<file path="src/rtl/fpu_op_scheduler.sv">
// -----------------------------------------------------------------------------
// fpu_op_scheduler
//
// Lets two requesters share one alu_fsm FPU core. The block grants one
// requester at a time, round-robin. It latches that requester's opcode and
// operands and holds them on the alu_* outputs. It then keeps the core in
// reset for KICK_CYCLES cycles with the operands stable, releases it, and
// waits for done. The result and flags are returned with the id of the
// requester that issued the command.
//
// Illegal opcodes (000, 110, 111) never reach the core. They are answered
// directly with result 0 and flags 3'b100.
//
// Optional feature (macro FPU_WATCHDOG_EN):
//   When the macro is defined, a watchdog aborts a run that has not seen
//   done within TIMEOUT_CYCLES cycles. The response then carries result 0,
//   flags 3'b100 and rsp_timeout=1.
//   When the macro is undefined, a run waits for done indefinitely and
//   rsp_timeout is tied to 0.
//
// Ports
//   clk, reset                    clock; asynchronous active-low reset
//   req{0,1}_valid/_ready         command handshake per requester
//   req{0,1}_opcode/_op_a/_op_b   command payload
//   rsp_valid/_ready              response handshake (held until accepted)
//   rsp_id/_result/_flags         response payload, flags = {exc, ovf, unf}
//   rsp_timeout                   run aborted by the watchdog
//   busy                          high whenever not idle
//   alu_reset/_opcode/_op_a/_op_b drive the shared core
//   alu_result/_exc/_ovf/_unf     results from the shared core
//   alu_done                      core completion pulse
// -----------------------------------------------------------------------------
module fpu_op_scheduler #(
    parameter int DATA_W         = 64,
    parameter int OP_W           = 3,
    parameter int KICK_CYCLES    = 2,
    parameter int TIMEOUT_CYCLES = 1024
) (
    input  logic              clk,
    input  logic              reset,
    input  logic              req0_valid,
    output logic              req0_ready,
    input  logic [OP_W-1:0]   req0_opcode,
    input  logic [DATA_W-1:0] req0_op_a,
    input  logic [DATA_W-1:0] req0_op_b,
    input  logic              req1_valid,
    output logic              req1_ready,
    input  logic [OP_W-1:0]   req1_opcode,
    input  logic [DATA_W-1:0] req1_op_a,
    input  logic [DATA_W-1:0] req1_op_b,
    output logic              rsp_valid,
    input  logic              rsp_ready,
    output logic              rsp_id,
    output logic [DATA_W-1:0] rsp_result,
    output logic [2:0]        rsp_flags,
    output logic              rsp_timeout,
    output logic              busy,
    output logic              alu_reset,
    output logic [OP_W-1:0]   alu_opcode,
    output logic [DATA_W-1:0] alu_op_a,
    output logic [DATA_W-1:0] alu_op_b,
    input  logic [DATA_W-1:0] alu_result,
    input  logic              alu_exc,
    input  logic              alu_ovf,
    input  logic              alu_unf,
    input  logic              alu_done
);

    localparam int KCW = (KICK_CYCLES > 1) ? $clog2(KICK_CYCLES) : 1;

    if (KICK_CYCLES < 1 || TIMEOUT_CYCLES < 1) begin : g_param_check
        $error("fpu_op_scheduler: KICK_CYCLES and TIMEOUT_CYCLES must be >= 1");
    end

    typedef enum logic [1:0] {S_IDLE, S_KICK, S_RUN, S_RESP} state_t;

    state_t            state_q, state_d;
    logic [KCW-1:0]    kick_q, kick_d;
    logic              last_grant_q, last_grant_d;
    logic              id_q, id_d;
    logic [OP_W-1:0]   opc_q, opc_d;
    logic [DATA_W-1:0] a_q, a_d, b_q, b_d;
    logic [DATA_W-1:0] res_q, res_d;
    logic [2:0]        flg_q, flg_d;
    logic              grant0, grant1;
    logic [OP_W-1:0]   sel_opc;

`ifdef FPU_WATCHDOG_EN
    // At least 11 bits so the default limit of 1024 fits with headroom.
    localparam int WDW = ($clog2(TIMEOUT_CYCLES + 1) > 11) ? $clog2(TIMEOUT_CYCLES + 1) : 11;
    logic [WDW-1:0] wd_q, wd_d;
    logic           to_q, to_d;
`endif

    function automatic logic legal_op(input logic [OP_W-1:0] op);
        return (op != '0) && (op <= OP_W'(5));
    endfunction

    always_comb begin
        state_d      = state_q;
        kick_d       = kick_q;
        last_grant_d = last_grant_q;
        id_d         = id_q;
        opc_d        = opc_q;
        a_d          = a_q;
        b_d          = b_q;
        res_d        = res_q;
        flg_d        = flg_q;
        grant0       = 1'b0;
        grant1       = 1'b0;
        sel_opc      = req0_opcode;
`ifdef FPU_WATCHDOG_EN
        wd_d         = wd_q;
        to_d         = to_q;
`endif
        case (state_q)
            S_IDLE: begin
                // On a tie, the requester that was not granted last goes first.
                grant0 = req0_valid && (!req1_valid || last_grant_q);
                grant1 = req1_valid && (!req0_valid || !last_grant_q);
                sel_opc = grant1 ? req1_opcode : req0_opcode;
                if (grant0 || grant1) begin
                    id_d         = grant1;
                    last_grant_d = grant1;
                    opc_d        = sel_opc;
                    a_d          = grant1 ? req1_op_a : req0_op_a;
                    b_d          = grant1 ? req1_op_b : req0_op_b;
`ifdef FPU_WATCHDOG_EN
                    to_d         = 1'b0;
`endif
                    if (legal_op(sel_opc)) begin
                        kick_d  = '0;
                        state_d = S_KICK;
                    end else begin
                        res_d   = '0;
                        flg_d   = 3'b100;
                        state_d = S_RESP;
                    end
                end
            end
            S_KICK: begin
                if (kick_q == KCW'(KICK_CYCLES - 1)) begin
                    state_d = S_RUN;
`ifdef FPU_WATCHDOG_EN
                    wd_d    = '0;
`endif
                end else begin
                    kick_d = kick_q + 1'b1;
                end
            end
            S_RUN: begin
                // A done on the same cycle as the watchdog limit takes priority.
                if (alu_done) begin
                    res_d   = alu_result;
                    flg_d   = {alu_exc, alu_ovf, alu_unf};
                    state_d = S_RESP;
`ifdef FPU_WATCHDOG_EN
                end else if (wd_q == WDW'(TIMEOUT_CYCLES - 1)) begin
                    res_d   = '0;
                    flg_d   = 3'b100;
                    to_d    = 1'b1;
                    state_d = S_RESP;
                end else begin
                    wd_d = wd_q + 1'b1;
`endif
                end
            end
            S_RESP: begin
                if (rsp_ready) state_d = S_IDLE;
            end
            default: state_d = S_IDLE;
        endcase
    end

    always_ff @(posedge clk or negedge reset) begin
        if (!reset) begin
            state_q      <= S_IDLE;
            kick_q       <= '0;
            last_grant_q <= 1'b1;
            id_q         <= 1'b0;
            opc_q        <= '0;
            a_q          <= '0;
            b_q          <= '0;
            res_q        <= '0;
            flg_q        <= '0;
`ifdef FPU_WATCHDOG_EN
            wd_q         <= '0;
            to_q         <= 1'b0;
`endif
        end else begin
            state_q      <= state_d;
            kick_q       <= kick_d;
            last_grant_q <= last_grant_d;
            id_q         <= id_d;
            opc_q        <= opc_d;
            a_q          <= a_d;
            b_q          <= b_d;
            res_q        <= res_d;
            flg_q        <= flg_d;
`ifdef FPU_WATCHDOG_EN
            wd_q         <= wd_d;
            to_q         <= to_d;
`endif
        end
    end

    assign req0_ready = grant0;
    assign req1_ready = grant1;
    assign rsp_valid  = (state_q == S_RESP);
    assign busy       = (state_q != S_IDLE);
    // The core runs only in RUN and is held in reset in every other state.
    assign alu_reset  = (state_q != S_RUN);
    assign alu_opcode = opc_q;
    assign alu_op_a   = a_q;
    assign alu_op_b   = b_q;
    assign rsp_id     = id_q;
    assign rsp_result = res_q;
    assign rsp_flags  = flg_q;
`ifdef FPU_WATCHDOG_EN
    assign rsp_timeout = to_q;
`else
    assign rsp_timeout = 1'b0;
`endif

endmodule
</file>
<file path="config.mk">
export PLATFORM = sky130hd
export DESIGN_NAME = fpu_op_scheduler
export DESIGN_NICKNAME = d
export VERILOG_FILES = /design/src/rtl/fpu_op_scheduler.sv
export SDC_FILE = /design/constraint.sdc
export NUM_CORES = 1
export LEC_CHECK = 0
export ABC_AREA = 1
export BUFFER_PORTS_ARGS = -buffer_cell sky130_fd_sc_hd__buf_2
export CORE_AREA = 2 2 212 214
export CTS_CLUSTER_DIAMETER = 120
export DETAILED_ROUTE_END_ITERATION = 7
export DIE_AREA = 0 0 214 216
export HOLD_SLACK_MARGIN = 0.15
export PLACE_DENSITY = 0.56
export SLEW_MARGIN = 30
export SYNTH_ARGS = -nofsm -noshare
export SYNTH_HDL_FRONTEND = slang
export SYNTH_SLANG_ARGS = --single-unit
</file>
<file path="constraint.sdc">
create_clock -name clk -period 2.95 [get_ports clk]
set_input_delay 0.1475 -clock clk [delete_from_list [all_inputs] [get_ports clk]]
set_output_delay 0.1475 -clock clk [all_outputs]
set_load 0.02 [all_outputs]
</file>
==> results.md, run 1 <==
* Crit start category: flip-flop
* Via count at 11738
* GRT overflow at 0
* Die height at 216 um
* Gate count after technology mapping at 1214
* Synth-to-layout area growth at 77.77%
* Crit path DAT at roughly 3.2 ns
* Share of cells above drive strength 1 at roughly 30%
* Worst hold path type: input pin to asynchronous set/reset pin
* Post-synth EDFFs at 0
* Initial DRC count at between 800 and 900
* Clock transition at path regs at approximately 0.060 ns
* Nets at about 2400
* Critical Path, Cell by Cell: inv_1 -> ha_1 -> nand2_1 -> inv_8 -> buf_12 -> nor2_1 -> a31oi_1 -> dlygate4sd3_1
* Drt drc at 0
* Dpl cells at 2260
* Setup violations, final at 0
* Post-Syn Nets at 1553
* WS Path Type: flip-flop to flip-flop
* Post-Layout Cell Count at between 2000 and 3000
* Post-route ant nets at 0
* Crit path capture type: flip-flop
* Max Fclk at between 300 and 400 MHz
* # H-tree levels at 1
* Total core area at approximately 0.044 sq mm
* Global-route wire length before repair at between 60 and 70 mm
* Endpoints failing hold at 0
* VDD IR max at approximately 530 uV
* DPL Wire Length at around 27 mm
* Worst path max stage delay at about 0.57 ns
* Initial antenna violation count at 7
* Syn Std Cell Area at ~0.0096 sq mm
* Final Worst Setup Slack at 0.2063 ns
* Vias per cell at 4.445
* Clock Tree Buf Depth at 3
* Fin crit period at approximately 2.7 ns
* Buf/Inv on CP at 4
* WP data required at roughly 3.4 ns
* Row cnt at just under 80
* Clock sink count at slightly above 200
* Final wirelength at ~42 mm
* Vias in the first global route at roughly 12000
* Postcts setup bufs at 0
* Synth warn at 0
* Ys async rst share at 100.0%
* Distinct cell type count after synthesis at 26
* Max_cap viols at 0
* Final count of pins violating max slew at 0
* Core Util, Final at 39.01%
* Dpl cell area at about 0.013 sq mm
* Setup TNS at 0 ns
* RSZ-0062 raised after global routing: no
* Slowest-stage cell, CP: dlygate4sd3_1
* Cts bufs inserted at 25
* Horiz. Die Dim at 214 um
* Final Skew at ~0.019 ns
* Final Cycle Share at between 90 and 100%
* Routed len/inst at 15.79 um
* Clk_lat worst skew at around 0.55 ns
* Worst slew pin tran at 0.7655 ns
* CTS tree: built
* # IOs at 540
* Die area at ~0.046 sq mm
* Dpl ws at about 0.58 ns
* IO Port Bufs at ~540
* CTS root buf: clkbuf_16
* Crit-path max FO at 89
* Starting density of the core at between 20 and 25%
* DRT Pass-1 Iters at 5
* Status: complete, no violations
* Total track usage at 17.41%
* Largest net degree at the start of global routing at 120
* Cell family with most CP delay: buffers and inverters
* Post-Syn Area per Cell at between 7 and 8 sq um
* Gpl congestion at about 0.84
* Total Power at 16.79 mW
* Main synth FF type: dfrtp_1
* Leak at 8.844 nW
* Hold_ws at 0.1968 ns
* PD cells at 981.7 mW/mm^2
* Final instance area at 0.01710 sq mm
* Yosys reg bits at about 200
* Relative slew slack at about half
* Post-synthesis sequential area ratio at a little over half
-- final timing paths --
check,startpoint,to,slack [ns],depth (start not counted)
min,reset,rsp_result[38],0.20,2
max,state_q[0],alu_op_b[16],0.21,8
min in group clk,req1_opcode[1],state_q[1],0.26,8
max in group asynchronous,reset,alu_op_b[52],1.90,3
min reg2reg,rsp_result[58],rsp_result[58],0.46,2
max reg2reg,state_q[0],alu_op_b[16],0.21,8
-- metal layers --
layer  wire length (um)  GRT usage (%)  up-vias
met4               1162          5.594        0
li1                   -              -     5603
met3               2950          3.679       94
met1              17150          21.50     5523
met2              20430          30.24      518
met5                  0              0        -
-- cell usage in the layout (no fill, tap or decap), types with 3 or more instances in the layout --
cell type	instances
nand2_1	346
ha_1	3
nor2_1	131
buf_4	9
buf_12	9
clkbuf_8	3
nand2_2	3
bufinv_16	5
diode_2	3
dlygate4sd3_1	334
inv_1	77
a21oi_1	3
clkbuf_16	25
a31oi_1	128
clkinv_2	5
dfrtp_1	202
o21ai_0	5
nand3_1	198
buf_2	536
-- state kept, by name, indices dropped and copies added (netlist names) --
signal / flops
alu_op_a: 64
alu_op_b: 64
alu_opcode: 3
kick_q: 1
last_grant_q: 1
rsp_flags: 3
rsp_id: 1
rsp_result: 64
state_q: 2
-- report_power, final --
part	switching, mW	leakage, nW	internal [mW]	total [mW]
Clock	1.29	0.440	2.07	3.36
Combinational	5.01	5.98	3.79	8.80
Sequential	0.666	2.42	3.96	4.63
-- worst register-to-register path, cell delays in order (launching register included) --
cell	delay [ns]
dfrtp_1	0.40
inv_1	0.11
ha_1	0.20
nand2_1	0.25
inv_8	0.43
buf_12	0.41
nor2_1	0.09
a31oi_1	0.19
dlygate4sd3_1	0.57
-- cell type report --
type,count,area (sq um)
Clock inverter,14,210.2
Clock buffer,30,674.4
Antenna cell,3,7.507
Multi-Input combinational cell,829,3786
Inverter,81,311.5
Sequential cell,203,5081
Timing Repair Buffer,889,6289
Fill cell,4367,26740
Tap cell,592,740.7
-- Yosys cell counts, drive strengths merged (2+ instances only) --
| master | count | area (sq um) |
|---|---|---|
| a21oi | 4 | 23.77 |
| buf | 51 | 286.5 |
| nor2 | 132 | 498.0 |
| o21ai | 6 | 30.02 |
| dfrtp | 202 | 5055 |
| a31oi | 128 | 800.8 |
| or2 | 2 | 12.51 |
| ha | 4 | 50.05 |
| nand2 | 351 | 1330 |
| clkbuf | 50 | 187.7 |
| inv | 80 | 300.3 |
| nand3 | 198 | 991.0 |
-- cells by family after synthesis --
| group | share of synthesized area, % |
|---|---|
| fa+ha+maj | 0.5203 |
| buf+inv | 8.090 |
| flops | 52.82 |
| simple gates | 29.49 |
| compound gates | 9.040 |
| other cells | 0.03898 |
-- what timing repair did --
| item | 4_1_cts | 5_1_grt |
|---|---|---|
| setup endpoints to repair | 0 | 22 |
| hold buffers | 334 | 0 |
| gates resized for setup | 0 | 1 |
| endpoints found under the hold margin | 324 | 0 |
Power figures use the tool's default switching activity.
==> run 2, diff against run 1 <==
BUFFER_PORTS_ARGS = -buffer_cell sky130_fd_sc_hd__buf_4   (was -buffer_cell sky130_fd_sc_hd__buf_2)
SKIP_LAST_GASP = 1   (was not set)
==> run 2 against run 1 <==
Via count up 0.17%. Worst hold slack improved by 0.033 ns. Clock skew is 0.0081 ns lower. Cell area up 7.4%. Global-route usage rose by 0.66 points. First-iteration DRC count down 13%. Fmax up 1.6%. Worst setup slack improved by 0.043 ns. Wire length increased by 3.5%.
==> results.md, run 2 (synthesized netlist as in run 1, its figures left out) <==
* Fin crit period at around 2.7 ns
* Die height at between 200 and 250 um
* Final Skew at between 0.01 and 0.015 ns
* Vias per cell at around 4.4
* Total track usage at between 10% and 20%
* # IOs at 540
* Row cnt at between 70 and 80
* Crit start category: flip-flop
* Gpl congestion at between 0.8 and 0.9
* Setup TNS at 0 ns
* Drt drc at 0
* Clock sink count at just over 200
* Most frequent cells in the layout: buf_4 (550), nand2_1 (346), dlygate4sd3_1 (333), dfrtp_1 (202), nand3_1 (198)
* Critical Path, Cell by Cell: inv_1 -> ha_1 -> nand2_1 -> inv_8 -> buf_12 -> nor2_1 -> a31oi_1 -> dlygate4sd3_1
* IO Port Bufs at 538
* RSZ-0062 raised after global routing: no
* Max Fclk at ~370 MHz
* Slowest-stage cell, CP: dlygate4sd3_1
* Post-route ant nets at 0
* Worst slew pin tran at roughly 0.88 ns
* DPL Wire Length at ~28 mm
* Synth-to-layout area growth at 90.93%
* Total core area at around 0.044 sq mm
* Postcts setup bufs at 0
* Final wirelength at roughly 43 mm
* Relative slew slack at 41.25%
* # H-tree levels at 1
* CTS tree: built
* Initial DRC count at around 750
* VDD IR max at approximately 580 uV
* Vias in the first global route at roughly 12000
* Starting density of the core at approximately 22%
* GRT overflow at 0
* Via count at about 12000
* Nets at around 2400
* DRT Pass-1 Iters at 5
* Horiz. Die Dim at approximately 210 um
* Most common cell after layout, fill and taps aside: buf_4
* Leak at slightly above 9 nW
* Crit path DAT at around 3.2 ns
* Clock Tree Buf Depth at 3
* Clock transition at path regs at 0.06 ns
* Initial antenna violation count at 2
* Crit path capture type: flip-flop
* PD cells at 946.5 mW/mm^2
* Max_cap viols at 0
* Largest net degree at the start of global routing at approximately 130
* WS Path Type: flip-flop to flip-flop
* Final Cycle Share at about nine tenths
* Global-route wire length before repair at 68.00 mm
* Share of cells above drive strength 1 at 29.77%
* Cts bufs inserted at 26
* Crit-path max FO at 76
* Status: complete, no violations
* Routed len/inst at 16.32 um
* Setup violations, final at 0
* Die area at about 0.046 sq mm
* Hold_ws at between 0.2 and 0.25 ns
* Worst path max stage delay at between 0.5 and 0.6 ns
* Final count of pins violating max slew at 0
* CTS root buf: clkbuf_16
* Clk_lat worst skew at roughly 0.54 ns
* Fill cell count at 4296
* Endpoints failing hold at 0
* WP data required at about 3.4 ns
* Worst hold path type: input pin to asynchronous set/reset pin
==> run 2: where the power goes <==
group	switching (mW)	internal, mW
clock network	1.24	1.91
registers	0.721	3.97
logic	5.05	4.50
==> run 2: area by class of cell <==
cell class / instances / area [sq um] / area share, %
well taps: 592 / 740.7 / 4.033
clock inverters: 8 / 90.09 / 0.4905
clock buffers: 37 / 743.2 / 4.047
flip-flops and latches: 203 / 5081 / 27.67
repair buffers: 891 / 7617 / 41.47
multi-input cells: 829 / 3777 / 20.57
inverters: 81 / 311.5 / 1.696
diodes: 2 / 5.005 / 0.02725
==> run 2: worst paths after layout <==
| path | start | end | slack [ns] | cells after the start |
|---|---|---|---|---|
| max in group asynchronous | reset | rsp_result[4] | 1.87 | 3 |
| min | reset | rsp_result[35] | 0.23 | 2 |
| max reg2reg | state_q[0] | alu_op_a[35] | 0.25 | 8 |
| min reg2reg | rsp_result[2] | rsp_result[2] | 0.47 | 2 |
| max | state_q[0] | alu_op_a[35] | 0.25 | 8 |
| min in group clk | req1_opcode[1] | state_q[1] | 0.24 | 8 |
==> run 2: routing by layer <==
metal  GRT usage [%]  part of all wire (%)  vias to the layer above
li1                -                     -                     5622
met1           22.17                    41                     5551
met2           30.65                    48                      496
met3           4.722                   7.7                       89
met4           6.224                   3.6                        0
met5               0                     0                        -
==> run 2: through the flow <==
stage,utilization [%],setup WS (ns),total power [mW],cell area [sq um],std cells
floorplan,-,1.095,9.010,9619,1214
global placement,32.38,0.5684,12.24,14190,2263
detailed placement,32.38,0.5208,12.33,14190,2263
CTS,41.89,0.2852,17.41,18360,2641
global route,41.90,0.01068,18.54,18370,2643
finish,41.90,0.2497,17.38,18370,2643
==> run 2: worst max-delay path, delay by kind of cell, from the launching register on <==
family | cells | cell delay, ns
buffers and inverters | 4 | 1.41
DFF | 1 | 0.40
and+or+nand+nor | 2 | 0.32
adders and majority gates | 1 | 0.20
AOI/OAI and AO/OA | 1 | 0.16
==> run 2: repair_timing <==
item | in CTS | in global routing
resized for setup | 0 | 0
hold buffers | 333 | 0
endpoints found under the hold margin | 316 | 0
==> run 3, diff against run 2 <==
--- a/constraint.sdc
+++ b/constraint.sdc
@@ -3,2 +3,2 @@
 set_output_delay 0.1475 -clock clk [all_outputs]
-set_load 0.02 [all_outputs]
+set_load 0.1 [all_outputs]
==> run 3 against run 2 <==
Combinational power rose by 74%. Sequential power barely moved. Global-route usage fell by 0.075 points. Clock skew fell by 0.0030 ns. Register-to-register slack got worse by 0.03 ns. First-iteration DRC count rose by 12%. Utilization rose by 0.26 points. Non-clock buffer count rose by 9. Final cell count rose by 0.19%. Largest power group unchanged. Fmax fell by 1.0%. Critical path type unchanged.
==> results.md, run 3 (synthesized netlist as in run 1, its figures left out) <==
* Final Cycle Share at about 92%
* Final Skew at 0.007371 ns
* Slowest-stage cell, CP: dlygate4sd3_1
* Crit path DAT at approximately 3.2 ns
* Status: complete, no violations
* Horiz. Die Dim at approximately 210 um
* Via count at 11769
* Cts bufs inserted at 25
* Final wirelength at approximately 43 mm
* Nets at about 2400
* Starting density of the core at between 20% and 30%
* Initial DRC count at around 850
* Setup violations, final at 0
* Hold_ws at 0.1857 ns
* Row cnt at 77
* CTS tree: built
* Final count of pins violating max slew at 0
* Share of cells above drive strength 1 at a little under a third
* Initial antenna violation count at 2
* VDD IR max at 1002 uV
* Max_cap viols at 0
* GRT overflow at 0
* DPL Wire Length at about 28 mm
* WS Path Type: flip-flop to flip-flop
* Clock transition at path regs at 0.06 ns
* GRT Max-Usage Layer: met2
* Cell family with most CP delay: buffers and inverters
* Vias in the first global route at roughly 12000
* Vias per cell at between 4 and 5
* Clk_lat worst skew at between 0.5 and 0.6 ns
* Total track usage at 17.99%
* WP data required at between 3 and 4 ns
* Drt drc at 0
* Crit start category: flip-flop
* Leak at between 9 and 10 nW
* CTS root buf: clkbuf_16
* Die area at between 0.04 and 0.05 sq mm
* # H-tree levels at 1
* Post-Layout Cell Count at 2648
* Worst hold path type: input pin to flip-flop
* Met1 Use GR at between 20% and 30%
* Post-route ant nets at 0
* Relative slew slack at between 40 and 50%
* Max Fclk at ~370 MHz
* Dpl cells at around 2300
* Clock sink count at 203
* Crit-path max FO at 85
* Worst path max stage delay at around 0.56 ns
* Gpl congestion at 0.8496
* Worst slew pin tran at between 0.8 and 0.9 ns
* Fin crit period at approximately 2.7 ns
* Clock Tree Buf Depth at 3
* Most frequent cells in the layout: buf_4 (555), nand2_1 (346), dlygate4sd3_1 (334), dfrtp_1 (202), nand3_1 (198)
* Fill cell count at 4293
* Total core area at around 0.044 sq mm
* Global-route wire length before repair at 67.90 mm
* Global routing met2 resource utilization at 30.89%
* Multi-input gate area at 0.003785 sq mm
* Endpoints failing hold at 0
* Critical Path, Cell by Cell: inv_1 -> ha_1 -> nand2_1 -> inv_8 -> buf_4 -> nor2_1 -> a31oi_1 -> dlygate4sd3_1
* RSZ-0062 raised after global routing: no
* N_diodes at 0
* Largest net degree at the start of global routing at around 120
* Die height at 216 um
* Most common cell after layout, fill and taps aside: buf_4
* Crit path capture type: flip-flop
* Buf/Inv on CP at 4
* IO Port Bufs at 538
* Synth-to-layout area growth at 92.12%
* DRT Pass-1 Iters at 5
* Routed len/inst at between 15 and 20 um
* Met3 Use GR at 3.989%
* # IOs at 540
* Sequential cell area at between 0.005 and 0.006 sq mm
* PD cells at roughly 1300 mW/mm^2
==> run 3: cell count changes in the layout (fill, tap and decap cells not counted), sizes merged <==
cell / previous run / this run
buf: 558 / 565
clkinv: 7 / 5
diode: 2 / 0
dlygate4sd3: 333 / 334
inv: 80 / 81
==> run 3: path summary, 6_finish.rpt <==
| path | start | to | slack, ns | depth (start not counted) |
|---|---|---|---|---|
| max | state_q[0] | alu_op_b[11] | 0.22 | 8 |
| min | req1_opcode[2] | state_q[1] | 0.19 | 6 |
| max reg2reg | state_q[0] | alu_op_b[11] | 0.22 | 8 |
| min reg2reg | rsp_result[29] | rsp_result[29] | 0.47 | 2 |
| max in group asynchronous | reset | alu_op_b[36] | 1.86 | 3 |
| min in group asynchronous | reset | rsp_result[44] | 0.27 | 2 |
==> run 3: power breakdown <==
part / total, mW / switching [mW] / leakage, nW / internal (mW)
Clock: 3.16 / 1.24 / 0.418 / 1.92
Sequential: 4.69 / 0.726 / 2.42 / 3.97
Combinational: 16.6 / 12.0 / 6.48 / 4.61
==> run 3: stage by stage <==
step	utilization, %	cell area (sq um)	power [mW]	setup TNS (ns)	setup slack, ns
2_1_floorplan	-	9627	15.85	-0.1671	-0.1671
3_3_place_gp	32.54	14270	19.30	0	0.6187
3_5_place_dp	32.54	14270	19.40	0	0.5374
4_1_cts	42.08	18450	24.49	0	0.04994
5_1_grt	42.16	18480	25.65	0	0.03656
6_report	42.16	18480	24.49	0	0.2221
==> run 3: repair_timing <==
item	4_1_cts	5_1_grt
endpoints found under the setup margin	0	67
hold buffers	334	0
buffers inserted	0	0
gates resized for setup	0	3
hold endpoints to repair	288	0
==> run 3: tightest hold or removal path: cells and delay by family <==
family	cells	cell delay (ns)
buffers and inverters	1	0.08
AO/OA/AOI/OAI	2	0.14
AND/OR/NAND/NOR	3	0.31
==> run 3: layout make-up <==
class / instances / area share, %
multi-input combinational: 829 / 20.48
timing repair buffer: 900 / 41.81
clock inverter: 7 / 0.4807
clock buffer: 36 / 4.042
sequential: 203 / 27.49
tap: 592 / 4.008
inverter: 81 / 1.686
==> run 3: layer usage <==
metal	vias to the layer above	wire (um)
li1	5627	-
met1	5548	17730
met2	523	20840
met3	71	3268
met4	0	964
met5	-	0
